**src/rtl/dcache_write_buffer_if.sv**
```systemverilog
// rtl/dcache_write_buffer_if.sv - cache-side and memory-side buses of the write buffer
// slave is the buffer's view; master is the cache/memory environment's view.
interface dcache_write_buffer_if #(
  parameter int DEPTH  = 4,
  parameter int ADDR_W = 6,
  parameter int DATA_W = 32
);
  localparam int CNT_W = $clog2(DEPTH) + 1;

  logic              MEM_READ;
  logic              MEM_WRITE;
  logic [ADDR_W-1:0] MEM_ADDRESS;
  logic [DATA_W-1:0] MEM_WRITEDATA;
  logic [DATA_W-1:0] MEM_READDATA;
  logic              MEM_BUSYWAIT;
  logic              DM_READ;
  logic              DM_WRITE;
  logic [ADDR_W-1:0] DM_ADDRESS;
  logic [DATA_W-1:0] DM_WRITEDATA;
  logic [DATA_W-1:0] DM_READDATA;
  logic              DM_BUSYWAIT;
  logic [CNT_W-1:0]  WB_COUNT;
  logic              WB_EMPTY;

  modport slave (
    input  MEM_READ, MEM_WRITE, MEM_ADDRESS, MEM_WRITEDATA, DM_READDATA, DM_BUSYWAIT,
    output MEM_READDATA, MEM_BUSYWAIT, DM_READ, DM_WRITE, DM_ADDRESS, DM_WRITEDATA,
           WB_COUNT, WB_EMPTY
  );

  modport master (
    output MEM_READ, MEM_WRITE, MEM_ADDRESS, MEM_WRITEDATA, DM_READDATA, DM_BUSYWAIT,
    input  MEM_READDATA, MEM_BUSYWAIT, DM_READ, DM_WRITE, DM_ADDRESS, DM_WRITEDATA,
           WB_COUNT, WB_EMPTY
  );
endinterface

```
**src/rtl/dcache_write_buffer.sv**
```systemverilog
// rtl/dcache_write_buffer.sv - posted-write FIFO between dcache and data_memory
// Absorbs writebacks, forwards read hits, and lets read misses overtake pending drains.
module dcache_write_buffer #(
  parameter int DEPTH  = 4,
  parameter int ADDR_W = 6,
  parameter int DATA_W = 32
) (
  input logic                 CLK,
  input logic                 RESET,
  dcache_write_buffer_if.slave bus
);
  localparam int PTR_W = $clog2(DEPTH);
  localparam int CNT_W = PTR_W + 1;

  typedef enum logic [1:0] {S_IDLE, S_DRAIN, S_RD, S_RD_DONE} state_t;

  state_t            r_state, w_next;
  logic [DEPTH-1:0]  r_valid;
  logic [ADDR_W-1:0] r_addr [DEPTH];
  logic [DATA_W-1:0] r_data [DEPTH];
  logic [PTR_W-1:0]  r_head, r_tail;
  logic [CNT_W-1:0]  r_count;
  logic [ADDR_W-1:0] r_rd_addr;
  logic [DATA_W-1:0] r_rdata;

  logic              w_hit, w_coal, w_full, w_rd_miss, w_wr_req, w_alloc, w_retire;
  logic [DATA_W-1:0] w_hit_data;
  logic [PTR_W-1:0]  w_coal_idx, w_idx;

  // Walk oldest to youngest so the last match is the youngest copy.
  always_comb begin
    w_hit      = 1'b0;
    w_hit_data = '0;
    w_coal     = 1'b0;
    w_coal_idx = '0;
    w_idx      = '0;
    for (int i = 0; i < DEPTH; i++) begin
      w_idx = r_head + PTR_W'(i);
      if (r_valid[w_idx] && r_addr[w_idx] == bus.MEM_ADDRESS) begin
        w_hit      = 1'b1;
        w_hit_data = r_data[w_idx];
        if (!(r_state == S_DRAIN && w_idx == r_head)) begin
          w_coal     = 1'b1;
          w_coal_idx = w_idx;
        end
      end
    end
  end

  assign w_full    = (r_count == CNT_W'(DEPTH));
  assign w_rd_miss = bus.MEM_READ && !w_hit;
  assign w_wr_req  = bus.MEM_WRITE && !bus.MEM_READ;
  assign w_alloc   = w_wr_req && !w_coal && !w_full;
  assign w_retire  = (r_state == S_DRAIN) && !bus.DM_BUSYWAIT;

  always_comb begin
    w_next = r_state;
    case (r_state)
      S_IDLE: begin
        if (w_rd_miss)           w_next = S_RD;
        else if (r_count != '0)  w_next = S_DRAIN;
      end
      S_DRAIN:   if (!bus.DM_BUSYWAIT) w_next = S_IDLE;
      S_RD:      if (!bus.DM_BUSYWAIT) w_next = S_RD_DONE;
      S_RD_DONE: w_next = S_IDLE;
      default:   w_next = S_IDLE;
    endcase
  end

  always_ff @(posedge CLK or negedge RESET) begin
    if (!RESET) begin
      r_state   <= S_IDLE;
      r_valid   <= '0;
      r_head    <= '0;
      r_tail    <= '0;
      r_count   <= '0;
      r_rd_addr <= '0;
      r_rdata   <= '0;
      for (int i = 0; i < DEPTH; i++) begin
        r_addr[i] <= '0;
        r_data[i] <= '0;
      end
    end else begin
      r_state <= w_next;
      if (r_state == S_IDLE && w_rd_miss) r_rd_addr <= bus.MEM_ADDRESS;
      if (r_state == S_RD && !bus.DM_BUSYWAIT) r_rdata <= bus.DM_READDATA;
      if (w_wr_req && w_coal) r_data[w_coal_idx] <= bus.MEM_WRITEDATA;
      if (w_alloc) begin
        r_valid[r_tail] <= 1'b1;
        r_addr[r_tail]  <= bus.MEM_ADDRESS;
        r_data[r_tail]  <= bus.MEM_WRITEDATA;
        r_tail          <= r_tail + PTR_W'(1);
      end
      if (w_retire) begin
        r_valid[r_head] <= 1'b0;
        r_head          <= r_head + PTR_W'(1);
      end
      if (w_alloc && !w_retire)      r_count <= r_count + CNT_W'(1);
      else if (!w_alloc && w_retire) r_count <= r_count - CNT_W'(1);
    end
  end

  // Drain data is read live from the head so a same-edge coalesce is never lost.
  always_comb begin
    bus.MEM_BUSYWAIT = 1'b0;
    if (bus.MEM_READ)       bus.MEM_BUSYWAIT = !w_hit && (r_state != S_RD_DONE);
    else if (bus.MEM_WRITE) bus.MEM_BUSYWAIT = !w_coal && w_full;
  end

  assign bus.MEM_READDATA = (bus.MEM_READ && w_hit) ? w_hit_data : r_rdata;
  assign bus.DM_READ      = (r_state == S_RD);
  assign bus.DM_WRITE     = (r_state == S_DRAIN);
  assign bus.DM_ADDRESS   = (r_state == S_DRAIN) ? r_addr[r_head] :
                            (r_state == S_RD)    ? r_rd_addr : '0;
  assign bus.DM_WRITEDATA = (r_state == S_DRAIN) ? r_data[r_head] : '0;
  assign bus.WB_COUNT     = r_count;
  assign bus.WB_EMPTY     = (r_count == '0);
endmodule

```
**src/flat_wrapper.sv**
```systemverilog
// flat-port wrapper written by rule: the top's interface ports become plain ports
module dcache_write_buffer_flat 
#(
  parameter int DEPTH  = 4,
  parameter int ADDR_W = 6,
  parameter int DATA_W = 32
)
  (CLK, RESET, bus_MEM_READ, bus_MEM_WRITE, bus_MEM_ADDRESS, bus_MEM_WRITEDATA, bus_DM_READDATA, bus_DM_BUSYWAIT, bus_MEM_READDATA, bus_MEM_BUSYWAIT, bus_DM_READ, bus_DM_WRITE, bus_DM_ADDRESS, bus_DM_WRITEDATA, bus_WB_COUNT, bus_WB_EMPTY);
  dcache_write_buffer_if #(.DEPTH(DEPTH), .ADDR_W(ADDR_W), .DATA_W(DATA_W)) bus_i ();
  input logic CLK;
  input logic RESET;
  input wire logic [$bits(bus_i.MEM_READ)-1:0] bus_MEM_READ;
  input wire logic [$bits(bus_i.MEM_WRITE)-1:0] bus_MEM_WRITE;
  input wire logic [$bits(bus_i.MEM_ADDRESS)-1:0] bus_MEM_ADDRESS;
  input wire logic [$bits(bus_i.MEM_WRITEDATA)-1:0] bus_MEM_WRITEDATA;
  input wire logic [$bits(bus_i.DM_READDATA)-1:0] bus_DM_READDATA;
  input wire logic [$bits(bus_i.DM_BUSYWAIT)-1:0] bus_DM_BUSYWAIT;
  output wire logic [$bits(bus_i.MEM_READDATA)-1:0] bus_MEM_READDATA;
  output wire logic [$bits(bus_i.MEM_BUSYWAIT)-1:0] bus_MEM_BUSYWAIT;
  output wire logic [$bits(bus_i.DM_READ)-1:0] bus_DM_READ;
  output wire logic [$bits(bus_i.DM_WRITE)-1:0] bus_DM_WRITE;
  output wire logic [$bits(bus_i.DM_ADDRESS)-1:0] bus_DM_ADDRESS;
  output wire logic [$bits(bus_i.DM_WRITEDATA)-1:0] bus_DM_WRITEDATA;
  output wire logic [$bits(bus_i.WB_COUNT)-1:0] bus_WB_COUNT;
  output wire logic [$bits(bus_i.WB_EMPTY)-1:0] bus_WB_EMPTY;
  assign bus_i.MEM_READ = bus_MEM_READ;
  assign bus_i.MEM_WRITE = bus_MEM_WRITE;
  assign bus_i.MEM_ADDRESS = bus_MEM_ADDRESS;
  assign bus_i.MEM_WRITEDATA = bus_MEM_WRITEDATA;
  assign bus_i.DM_READDATA = bus_DM_READDATA;
  assign bus_i.DM_BUSYWAIT = bus_DM_BUSYWAIT;
  assign bus_MEM_READDATA = bus_i.MEM_READDATA;
  assign bus_MEM_BUSYWAIT = bus_i.MEM_BUSYWAIT;
  assign bus_DM_READ = bus_i.DM_READ;
  assign bus_DM_WRITE = bus_i.DM_WRITE;
  assign bus_DM_ADDRESS = bus_i.DM_ADDRESS;
  assign bus_DM_WRITEDATA = bus_i.DM_WRITEDATA;
  assign bus_WB_COUNT = bus_i.WB_COUNT;
  assign bus_WB_EMPTY = bus_i.WB_EMPTY;
  dcache_write_buffer #(.DEPTH(DEPTH), .ADDR_W(ADDR_W), .DATA_W(DATA_W)) u_core (.CLK(CLK), .RESET(RESET), .bus(bus_i));
endmodule
```
**config.mk**
```make
export PLATFORM = sky130hd
export DESIGN_NAME = dcache_write_buffer_flat
export DESIGN_NICKNAME = d
export VERILOG_FILES = /design/src/rtl/dcache_write_buffer_if.sv /design/src/rtl/dcache_write_buffer.sv /design/src/flat_wrapper.sv
export SDC_FILE = /design/constraint.sdc
export NUM_CORES = 1
export LEC_CHECK = 0
export ABC_AREA = 1
export CAP_MARGIN = 0
export CORE_AREA = 10 10 142 274
export DETAILED_ROUTE_END_ITERATION = 8
export DIE_AREA = 0 0 152 284
export PLACE_DENSITY_LB_ADDON = 0.1
export RECOVER_POWER = 25
export SLEW_MARGIN = 20
export SYNTH_ARGS = -nofsm -noshare
export SYNTH_HDL_FRONTEND = slang
export SYNTH_SLANG_ARGS = --single-unit
```
**constraint.sdc**
```tcl
create_clock -name CLK -period 6.4 [get_ports CLK]
set_clock_uncertainty 0.15 [all_clocks]
set_input_delay 1.28 -clock CLK [delete_from_list [all_inputs] [get_ports CLK]]
set_output_delay 1.28 -clock CLK [all_outputs]
set_load 0.05 [all_outputs]
```
### Word-level counts from Yosys, hierarchy flattened

Index checks and enable logic that the tools add are counted.

| storage, ports and cells | value |
|---|---|
| bits of input ports | 75 |
| flip-flop bits (word level) | 203 |

| operators by class | value |
|---|---|
| muxes and demuxes | 86 |
| eq/ne operators | 15 |
| bitwise logic cells | 9 |
| reduce and logical (&&, ||, !) cells | 36 |
| $add $sub $neg | 6 |
| $lt $le $gt $ge | 15 |

Operator list:

| kind | count |
|---|---|
| two-way mux 32 bit | 16 |
| binary-select mux 32 bit (select 2 bit) | 4 |
| bitwise mux 128 bit | 2 |
| two-way mux 128 bit | 2 |
| demux 32 bit (select 2 bit) | 2 |
| two-way mux 6 bit | 11 |
| binary-select mux 6 bit (select 2 bit) | 4 |
| bitwise mux 24 bit | 1 |
| == test 6 bit | 4 |
| logical AND 1 bit | 24 |
| two-way mux 2 bit | 12 |
| two-way mux 1 bit | 20 |
| >= comparator 3 bit (second input constant) | 6 |
| inverter 2 -> 3 bit | 6 |
| less-than comparator 2 x 3 -> 1 bit (second input constant) | 5 |
| demux 6 bit (select 2 bit) | 1 |
| binary-select mux 1 bit (select 2 bit) | 4 |
| two-way mux 4 bit | 2 |
| case mux 2 bit (4 select lines) | 1 |
| logical NOT 1 bit | 7 |
| == test 2 bit | 3 |
| less-than comparator 3 x 1 -> 1 bit (second input constant) | 2 |
| two-way mux 3 bit | 2 |
| != test 2 bit (second input constant) | 3 |
| other kinds (18) | 23 |

### Depth between registers and ports, before layout

| logic depth | value |
|---|---|
| depth after elaboration | 22 |
| mapped depth | 26 |

### Worst setup path before layout

OpenSTA, ideal clock, no wires.

| path | value |
|---|---|
| kind | register -> output |
| from | reg u_core.r_head[0] |
| to | out bus_MEM_READDATA[31] |
| data required time | 4970 ps |
| slack | 1068 ps |
| cell stages (with the launch flop) | 20 |
| data arrival time | 3902 ps |
| cell sequence | dfrtp_1 > buf_4 > inv_4 > buf_4 > clkbuf_1 > clkbuf_1 > ha_1 > buf_2 > inv_4 > buf_2 > nand3_1 > nand2_1 > nand2_1 > nand4_1 > nor2_1 > nand2_2 > clkbuf_1 > clkbuf_1 > o2111ai_1 > a21oi_1 |

| between the ends | value |
|---|---|
| elaborated cells between the ends (all ways) | 57 |
| classes of those cells | add/sub: 3; eq/ne: 4; mux: 41; bitwise: 4; reduce/logical: 5 |

RTL lines:

| what | line | RTL |
|---|---|---|
| start: declaration | dcache_write_buffer.sv:21 | `logic [PTR_W-1:0] r_head, r_tail;` |
| start signal: assignment | dcache_write_buffer.sv:96 | `r_head <= r_head + PTR_W'(1);` |
| adder 2 bit * | dcache_write_buffer.sv:38 | `w_idx = r_head + PTR_W'(i);` |
| net u_core.w_idx[0] | dcache_write_buffer.sv:28 | `logic [PTR_W-1:0] w_coal_idx, w_idx;` |
| inverter 2 -> 3 bit (not written as such) | dcache_write_buffer.sv:39, dcache_write_buffer.sv:41 |  |
| binary-select mux 6 bit (select 2 bit) | dcache_write_buffer.sv:39 | `if (r_valid[w_idx] && r_addr[w_idx] == bus.MEM_ADDRESS) begin` |
| two-way mux 6 bit (not written as such) (2 in series) | dcache_write_buffer.sv:39 |  |
| == test 6 bit | dcache_write_buffer.sv:39 |  |
| logical AND 1 bit | dcache_write_buffer.sv:39 |  |
| two-way mux 1 bit | dcache_write_buffer.sv:39 |  |
| logical AND 1 bit | dcache_write_buffer.sv:110 | `assign bus.MEM_READDATA = (bus.MEM_READ && w_hit) ? w_hit_data : r_rdata;` |
| two-way mux 32 bit * | dcache_write_buffer.sv:110 |  |
| end: declaration | flat_wrapper.sv:18 | `output wire logic [$bits(bus_i.MEM_READDATA)-1:0] bus_MEM_READDATA;` |

Mark *: on every way through the listed nets, which the timed path passes. The rest lies on a longest branch. The select of a mux whose other input is x is not followed.

### Final worst setup path

| path | value |
|---|---|
| from | reg u_core.r_head[0] |
| to | out bus_MEM_READDATA[0] |

| between the ends | value |
|---|---|
| longest elaborated chain between the ends | 12 |
| elaborated cells between the ends (all ways) | 57 |
| classes of those cells | add/sub: 3; eq/ne: 4; mux: 41; bitwise: 4; reduce/logical: 5 |

Ends and longest elaborated chain:

| what | line |
|---|---|
| adder 2 x 1 -> 2 bit / inverter 2 -> 3 bit (equally long branches) | dcache_write_buffer.sv:38, dcache_write_buffer.sv:39, dcache_write_buffer.sv:41 |
| inverter 2 -> 3 bit (not written as such) / binary-select mux 6 bit (select 2 bit) (equally long branches) | dcache_write_buffer.sv:39, dcache_write_buffer.sv:41 |
| binary-select mux 6 bit (select 2 bit) / two-way mux 6 bit (equally long branches) | dcache_write_buffer.sv:39 |
| two-way mux 6 bit (not written as such) | dcache_write_buffer.sv:39 |
| two-way mux 6 bit (not written as such) / == test 6 bit (equally long branches) | dcache_write_buffer.sv:39 |
| == test 6 bit / logical AND 1 bit (equally long branches) | dcache_write_buffer.sv:39 |
| logical AND 1 bit / two-way mux 1 bit (equally long branches) | dcache_write_buffer.sv:39 |
| two-way mux 1 bit (3 in series) | dcache_write_buffer.sv:39 |
| logical AND 1 bit | dcache_write_buffer.sv:110 |
| two-way mux 32 bit * | dcache_write_buffer.sv:110 |

Every way passes the cells marked *; elsewhere a longest branch is shown, timed or not. The select of a mux whose other input is x is not followed.

==> summary.txt <==
Critical path
  – Reg-to-Reg Start: u_core.r_head[0]
  – Critical path capture point type: output pin
  – WS Path Type: flop to output pin
  – R2R Setup Slk: 1.38 ns
  – CP Max Fanout: 51
  – RR Endpoint: u_core.r_data[124]
  – Req. time, crit path: 4.97 ns
  – Crit path launch type: flop
  – Crit path DAT: 4.54 ns
  – Reg2reg path depth: 19

STA
  – Min Tclk post-route: 5.97 ns
  – Setup TNS: 0 ns
  – WHS: 0.339 ns
  – PnR worst setup slack: 0.429 ns
  – Slew Viols, Final: 94
  – Max Clk Rate: 0.167 GHz
  – Final Hold Viols: 0
  – Setup Viol. Count Final: 0
  – Slew headroom: -2.11
  – RSZ-0062 raised after global routing: no
  – Period Utilization, post-route: 0.933
  – Worst-Margin Slew: 4.67 ns

GRT
  – GRT Overall Usage: 0.226
  – Initial antenna violation count: 1
  – Met2 usage: 0.413
  – Grt met1 use: 0.246
  – Vias in the first global route: 13,700
  – GR met3 Demand/Resource: 0.0310
  – Overflow after GRT: 0
  – GRT Max-Usage Layer: met2
  – Pin count of the biggest net entering global routing: 112
  – First-pass GRT wire length: 78.8 mm

Synth
  – Synth Cell Area: 0.0136 mm2
  – FFs w/ async S/R, synth: 1.00
  – Top_reg_cell synth: dfrtp_1
  – Number of flops mapped to enable cells by yosys: 0
  – Synthesized area per cell: 6.95 um2
  – Mapped Cells: 1,958
  – Number of synthesized register bits: 203
  – Yosys warns: 0
  – Sequential share of the synthesized area: 0.373
  – Yosys cell types: 34
  – Syn_nets: 2,043

Hold path
  – Hold Crit Class: flop to flop
  – Worst hold endpoint: u_core.r_rd_addr[2]
  – Hold Path Origin: u_core.r_rd_addr[2]
  – Hold path depth: 2

Drt
  – WL/cell: 20.5 um
  – Drt pass-1 iters: 5
  – Vias: 13,700
  – Detail Route Antenna Nets: 0
  – DR iter-0 viols: 1,215
  – DRC: 0
  – Vias per cell: 5.53
  – Total Wirelength: 50.9 mm

Layout
  – Final net count: 2,108
  – Fin cells: 2,480
  – Synthesis-to-finish area growth: 20.3%
  – Register area: 0.00508 mm2
  – Fin util: 0.476
  – Final non-filler cell area: 0.0164 mm2
  – Layout cell share with drive strength beyond 1: 0.0785
  – Fill cells: 3,550
  – Area of the multi-input gates: 0.00750 mm2

Die
  – Height of the chip: 284 um
  – Num ports: 152
  – Initial Util: 0.396
  – Die width: 152 um
  – Core Area: 0.0344 mm2
  – Rows: 96
  – Die ar.: 0.0432 mm2

Place
  – Dpl hpwl: 32.6 mm
  – Post-Place Cells: 2,437
  – Number of port buffers: 151
  – Setup WS pre-CTS: 0.746 ns
  – Gpl congestion: 0.867
  – DP Area: 0.0156 mm2

Pwr
  – Pwr/cell area: 647 mW/mm2
  – Maximum vdd drop: 0.372 mV
  – Total Power: 10.6 mW
  – Pleak: 8.01 nW

Clock tree
  – CTS root buf: clkbuf_16
  – Max H-tree Level: 1
  – CTS Sinks: 203
  – CTS tree: yes
  – Clk_lat worst skew: 0.53 ns
  – CTS Buf Count: 23
  – Clock-pin transition on the worst setup and hold timing paths: 0.06 ns
  – Worst-case clock buffer depth: 3

Outcome
  – Failing checks: max-capacitance violations, max-slew violations
  – Outcome: complete, but fails checks

Job
  – Max-cap viol count: 1
==> worst max-delay path, cell delays in order (launching register included) <==
cell	delay, ns
dfrtp_4	0.67
inv_6	0.39
buf_4	0.46
nand2_1	0.13
nand3_1	0.16
nand2_1	0.08
nand2_1	0.11
nand2_1	0.06
nor2_1	0.18
nand3_4	0.46
buf_4	0.45
nand3_1	0.13
o2111ai_1	0.13
o211ai_1	0.20
nand2_1	0.15
buf_12	0.18
==> layout make-up <==
| cell class | count | share of cell area |
|---|---|---|
| Multi-Input combinational cell | 1512 | 0.459 |
| Inverter | 104 | 0.0243 |
| Tap cell | 441 | 0.0337 |
| Sequential cell | 203 | 0.311 |
| Antenna cell | 1 | 0.000153 |
| Clock inverter | 6 | 0.00505 |
| Timing Repair Buffer | 179 | 0.127 |
| Clock buffer | 34 | 0.0402 |
==> layer usage <==
metal | wire, um | vias up
li1 | - | 6593
met1 | 19200 | 6524
met2 | 26900 | 481
met3 | 2530 | 119
met4 | 2310 | 0
met5 | 0 | -
==> how the worst max path moves through the flow <==
stage	startpoint	endpoint	cells after the start
2_1_floorplan	u_core.r_head[0]	bus_MEM_READDATA[31]	19
3_3_place_gp	bus_MEM_ADDRESS[0]	bus_MEM_READDATA[31]	14
3_5_place_dp	bus_MEM_ADDRESS[0]	bus_MEM_READDATA[31]	14
4_1_cts	u_core.r_head[0]	bus_MEM_READDATA[31]	17
5_1_grt	u_core.r_head[0]	bus_MEM_READDATA[22]	15
6_report	u_core.r_head[0]	bus_MEM_READDATA[0]	15
==> registers in the layout, summed over array words and instances, names as in the netlist <==
signal	count
u_core.r_data	128
u_core.r_tail	2
u_core.r_addr	24
u_core.bus.WB_COUNT	3
u_core.r_rd_addr	6
u_core.r_state	2
u_core.r_rdata	32
u_core.r_valid	4
u_core.r_head	2
==> power breakdown <==
part / total [mW] / switching (mW) / leakage, nW / internal, mW
Combinational: 6.90 / 4.49 / 5.13 / 2.41
Clock: 1.35 / 0.562 / 0.361 / 0.787
Sequential: 2.33 / 0.432 / 2.52 / 1.90
==> cells in the final DEF (no fill, tap or decap), types with 4 or more instances in the layout <==
cell type	count
nand2_1	731
nand2_2	9
mux2i_1	62
inv_1	98
clkbuf_16	23
buf_12	35
o21ai_0	213
nand2_4	5
clkdlybuf4s50_1	117
clkbuf_8	4
o21ai_1	28
clkbuf_1	7
mux2_2	33
a22oi_1	4
ha_1	8
nand3_1	236
o2111ai_1	32
inv_2	4
dfrtp_1	201
o211ai_1	36
buf_4	26
nor2_1	90
a21oi_1	4
==> what timing repair did <==
item | CTS | global route
resized for setup | 0 | 1
endpoints found under the hold margin | 0 | 0
hold buffers | 0 | 0
buffers inserted | 0 | 2
endpoints found under the setup margin | 0 | 28
==> cell usage after synthesis (3+ instances only) <==
cell / n / area [um2]
mux2i_1: 62 / 621
nor2_1: 91 / 342
o211ai_1: 36 / 270
xor2_1: 3 / 26.3
inv_2: 3 / 11.3
buf_1: 16 / 60.1
buf_6: 10 / 113
buf_4: 6 / 45.0
ha_1: 9 / 113
mux2_2: 33 / 372
buf_2: 43 / 215
a22oi_1: 4 / 30.0
o21ai_0: 213 / 1070
a21oi_1: 4 / 20.0
o21ai_1: 28 / 140
nand2_2: 7 / 43.8
inv_1: 99 / 372
o2111ai_1: 32 / 280
nand3_1: 239 / 1200
nand2_4: 5 / 56.3
clkbuf_1: 64 / 240
dfrtp_1: 203 / 5080
nand2_1: 733 / 2750
==> logic make-up after synthesis <==
kind of cell    count (synthesis)  share of synthesized area
xor+xnor                        4                    0.00258
buf+inv                       243                     0.0786
mux                            95                     0.0729
compound gates                320                      0.135
simple gates                 1083                      0.328
flops                         203                      0.373
fa+ha+maj                      10                    0.00975
Power figures use the tool's default switching activity.
==> patch, RTL diff (config.mk and constraints unchanged) <==
`ADDR_W` is set to 6 in 3 places; all go to 7.
--- a/src/rtl/dcache_write_buffer_if.sv
+++ b/src/rtl/dcache_write_buffer_if.sv
@@ -2,7 +2,7 @@
 // slave is the buffer's view; master is the cache/memory environment's view.
 interface dcache_write_buffer_if #(
   parameter int DEPTH  = 4,
-  parameter int ADDR_W = 6,
+  parameter int ADDR_W = 7,
   parameter int DATA_W = 32
 );
   localparam int CNT_W = $clog2(DEPTH) + 1;
--- a/src/rtl/dcache_write_buffer.sv
+++ b/src/rtl/dcache_write_buffer.sv
@@ -2,7 +2,7 @@
 // Absorbs writebacks, forwards read hits, and lets read misses overtake pending drains.
 module dcache_write_buffer #(
   parameter int DEPTH  = 4,
-  parameter int ADDR_W = 6,
+  parameter int ADDR_W = 7,
   parameter int DATA_W = 32
 ) (
   input logic                 CLK,
--- a/src/flat_wrapper.sv
+++ b/src/flat_wrapper.sv
@@ -2,7 +2,7 @@
 module dcache_write_buffer_flat 
 #(
   parameter int DEPTH  = 4,
-  parameter int ADDR_W = 6,
+  parameter int ADDR_W = 7,
   parameter int DATA_W = 32
 )
   (CLK, RESET, bus_MEM_READ, bus_MEM_WRITE, bus_MEM_ADDRESS, bus_MEM_WRITEDATA, bus_DM_READDATA, bus_DM_BUSYWAIT, bus_MEM_READDATA, bus_MEM_BUSYWAIT, bus_DM_READ, bus_DM_WRITE, bus_DM_ADDRESS, bus_DM_WRITEDATA, bus_WB_COUNT, bus_WB_EMPTY);
Ports: changed (resized bus_DM_ADDRESS and bus_MEM_ADDRESS); port bits go from 152 to 154. The function was not compared with the original's and may differ.
==> patch against the original RTL <==
  * The run still ends with max-capacitance violations, max-slew violations left
  * Sequential power up 5%
  * Hold slack better by 0.0013 ns
  * Non-clock buffer count up 3
  * Setup slack worse by 0.14 ns
  * Cell area up 1.7%
  * Synthesized area up 2.2%
  * Sequential cell count up 5
  * Power down 1.8%
  * Critical path type unchanged
  * Routed wire length up 0.56%
==> patch: results (changes against the original RTL) <==
cp.arrival_ns: 4.68  # was 4.54 ns
final_cells: 2446  # was 2480
leakagePower_nw: 8.144  # was 8.014 nW
fin_area_sq_mm: 0.01664  # was 0.01636 sq mm
num-clock-buffers: 36  # was 34
first_iter_violations: 1202  # was 1215
r2r_cells: 21  # was 19
multi_input_comb_cells: 1504  # was 1512
syn_nets: 2006  # was 2043
drt-pass1-iter-count: 6  # was 5
clk_share: 0.04385  # was 0.04521
io_buffer_count: 153  # was 151
drv_slew: 56  # was 94
reg2reg_slack_ns: 0.86  # was 1.38 ns
max_stage_delay_ns: 0.75  # was 0.67 ns
crit_end: "bus_MEM_READDATA[4]"  # was bus_MEM_READDATA[0]
synth_commonest_cells: "699 x nand2_1, 248 x nand3_1, 208 x dfrtp_1"  # was 733 x nand2_1, 239 x nand3_1, 213 x o21ai_0
final-nonclk-buf-share: 0.1256  # was 0.1271
ir_drop_uv: 451.4  # was 371.6 uV
cp_top_family: "simple AND/OR/NAND/NOR gates"  # was buffers and inverters
synth.area.top_cells: "dfrtp_1 37%, nand2_1 19%, mux2i_1 9.1%, nand3_1 8.9%, o21ai_0 5.8%"  # was dfrtp_1 37%, nand2_1 20%, nand3_1 8.8%, o21ai_0 7.8%, mux2i_1 4.6%
place_area_sq_mm: 0.01591  # was 0.01560 sq mm
wl_um: 51180  # was 50890 um
failed_checks: "max-capacitance violations, max-slew violations"  # unchanged
maxCapViolCount: 1  # unchanged
cp_max_fo: 43  # was 51
vias: 13840  # was 13.72k
ys_types: 36  # was 34
ys_seq_area_frac: 0.3745  # was 0.3735
grt_pass1_wl_um: 79530  # was 78790 um
switchingPower_w: 0.005257  # was 0.005486 W
slew_headroom: -1.240  # was -2.114
register_area_sq_mm: 0.005210  # was 0.005085 sq mm
inverters: 70  # was 104
syn_inst: 1920  # was 1958
reg_top3: "u_core.r_data x128, u_core.r_rdata x32, u_core.r_addr x28"  # was u_core.r_data x128, u_core.r_rdata x32, u_core.r_addr x24
ctsResizeCount: 0  # unchanged
dp_slack_ns: 0.6473  # was 0.7457 ns
hold_slack_ns: 0.3401  # was 0.3387 ns
nFillCells: 3504  # was 3550
worstHoldEndpoint: "u_core.r_rd_addr[1]$_DFFE_PN0P_"  # was u_core.r_rd_addr[2]$_DFFE_PN0P_
buffers_excl_clock: 182  # was 179
timing.rr.end: "u_core.r_data[50]$_DFF_PN0_"  # was u_core.r_data[124]$_DFF_PN0_
async_flop_share: 1.000  # unchanged
drive_gt1_frac: 0.07984  # was 0.07851
dp_hpwl_um: 32370  # was 32640 um
seq_cells: 208  # was 203
outcome: "complete, but fails checks"  # unchanged
grt_max_degree: 94  # was 112
==> patch: cell families (layout without fill, tap and decap cells) <==
kind of cell	count (synthesis)	after routing	synth area share
xor gates and xnor gates	4	4	0.002521
other	0	1	0
and+or+nand+nor	1068	1068	0.3191
muxes	159	159	0.1175
adders and majority gates	10	10	0.009544
DFF	208	208	0.3745
AOI/OAI and AO/OA	263	263	0.1103
buffers and inverters	208	292	0.06653
==> patch: power by group through the flow <==
stage	Sequential [W]	Clock (W)	Combinational (W)
after floorplan	0.00231	0	0.00460
after global placement	0.00242	0	0.00657
after detailed placement	0.00244	0	0.00663
after CTS	0.00242	0.00136	0.00666
after global routing	0.00252	0.00140	0.00726
final	0.00244	0.00132	0.00664
==> patch: per-layer routing <==
| layer | GRT usage | share of wire |
|---|---|---|
| met5 | 0 | 0 |
| met4 | 0.09860 | 0.038 |
| met3 | 0.03505 | 0.056 |
| met2 | 0.4152 | 0.52 |
| met1 | 0.2519 | 0.38 |
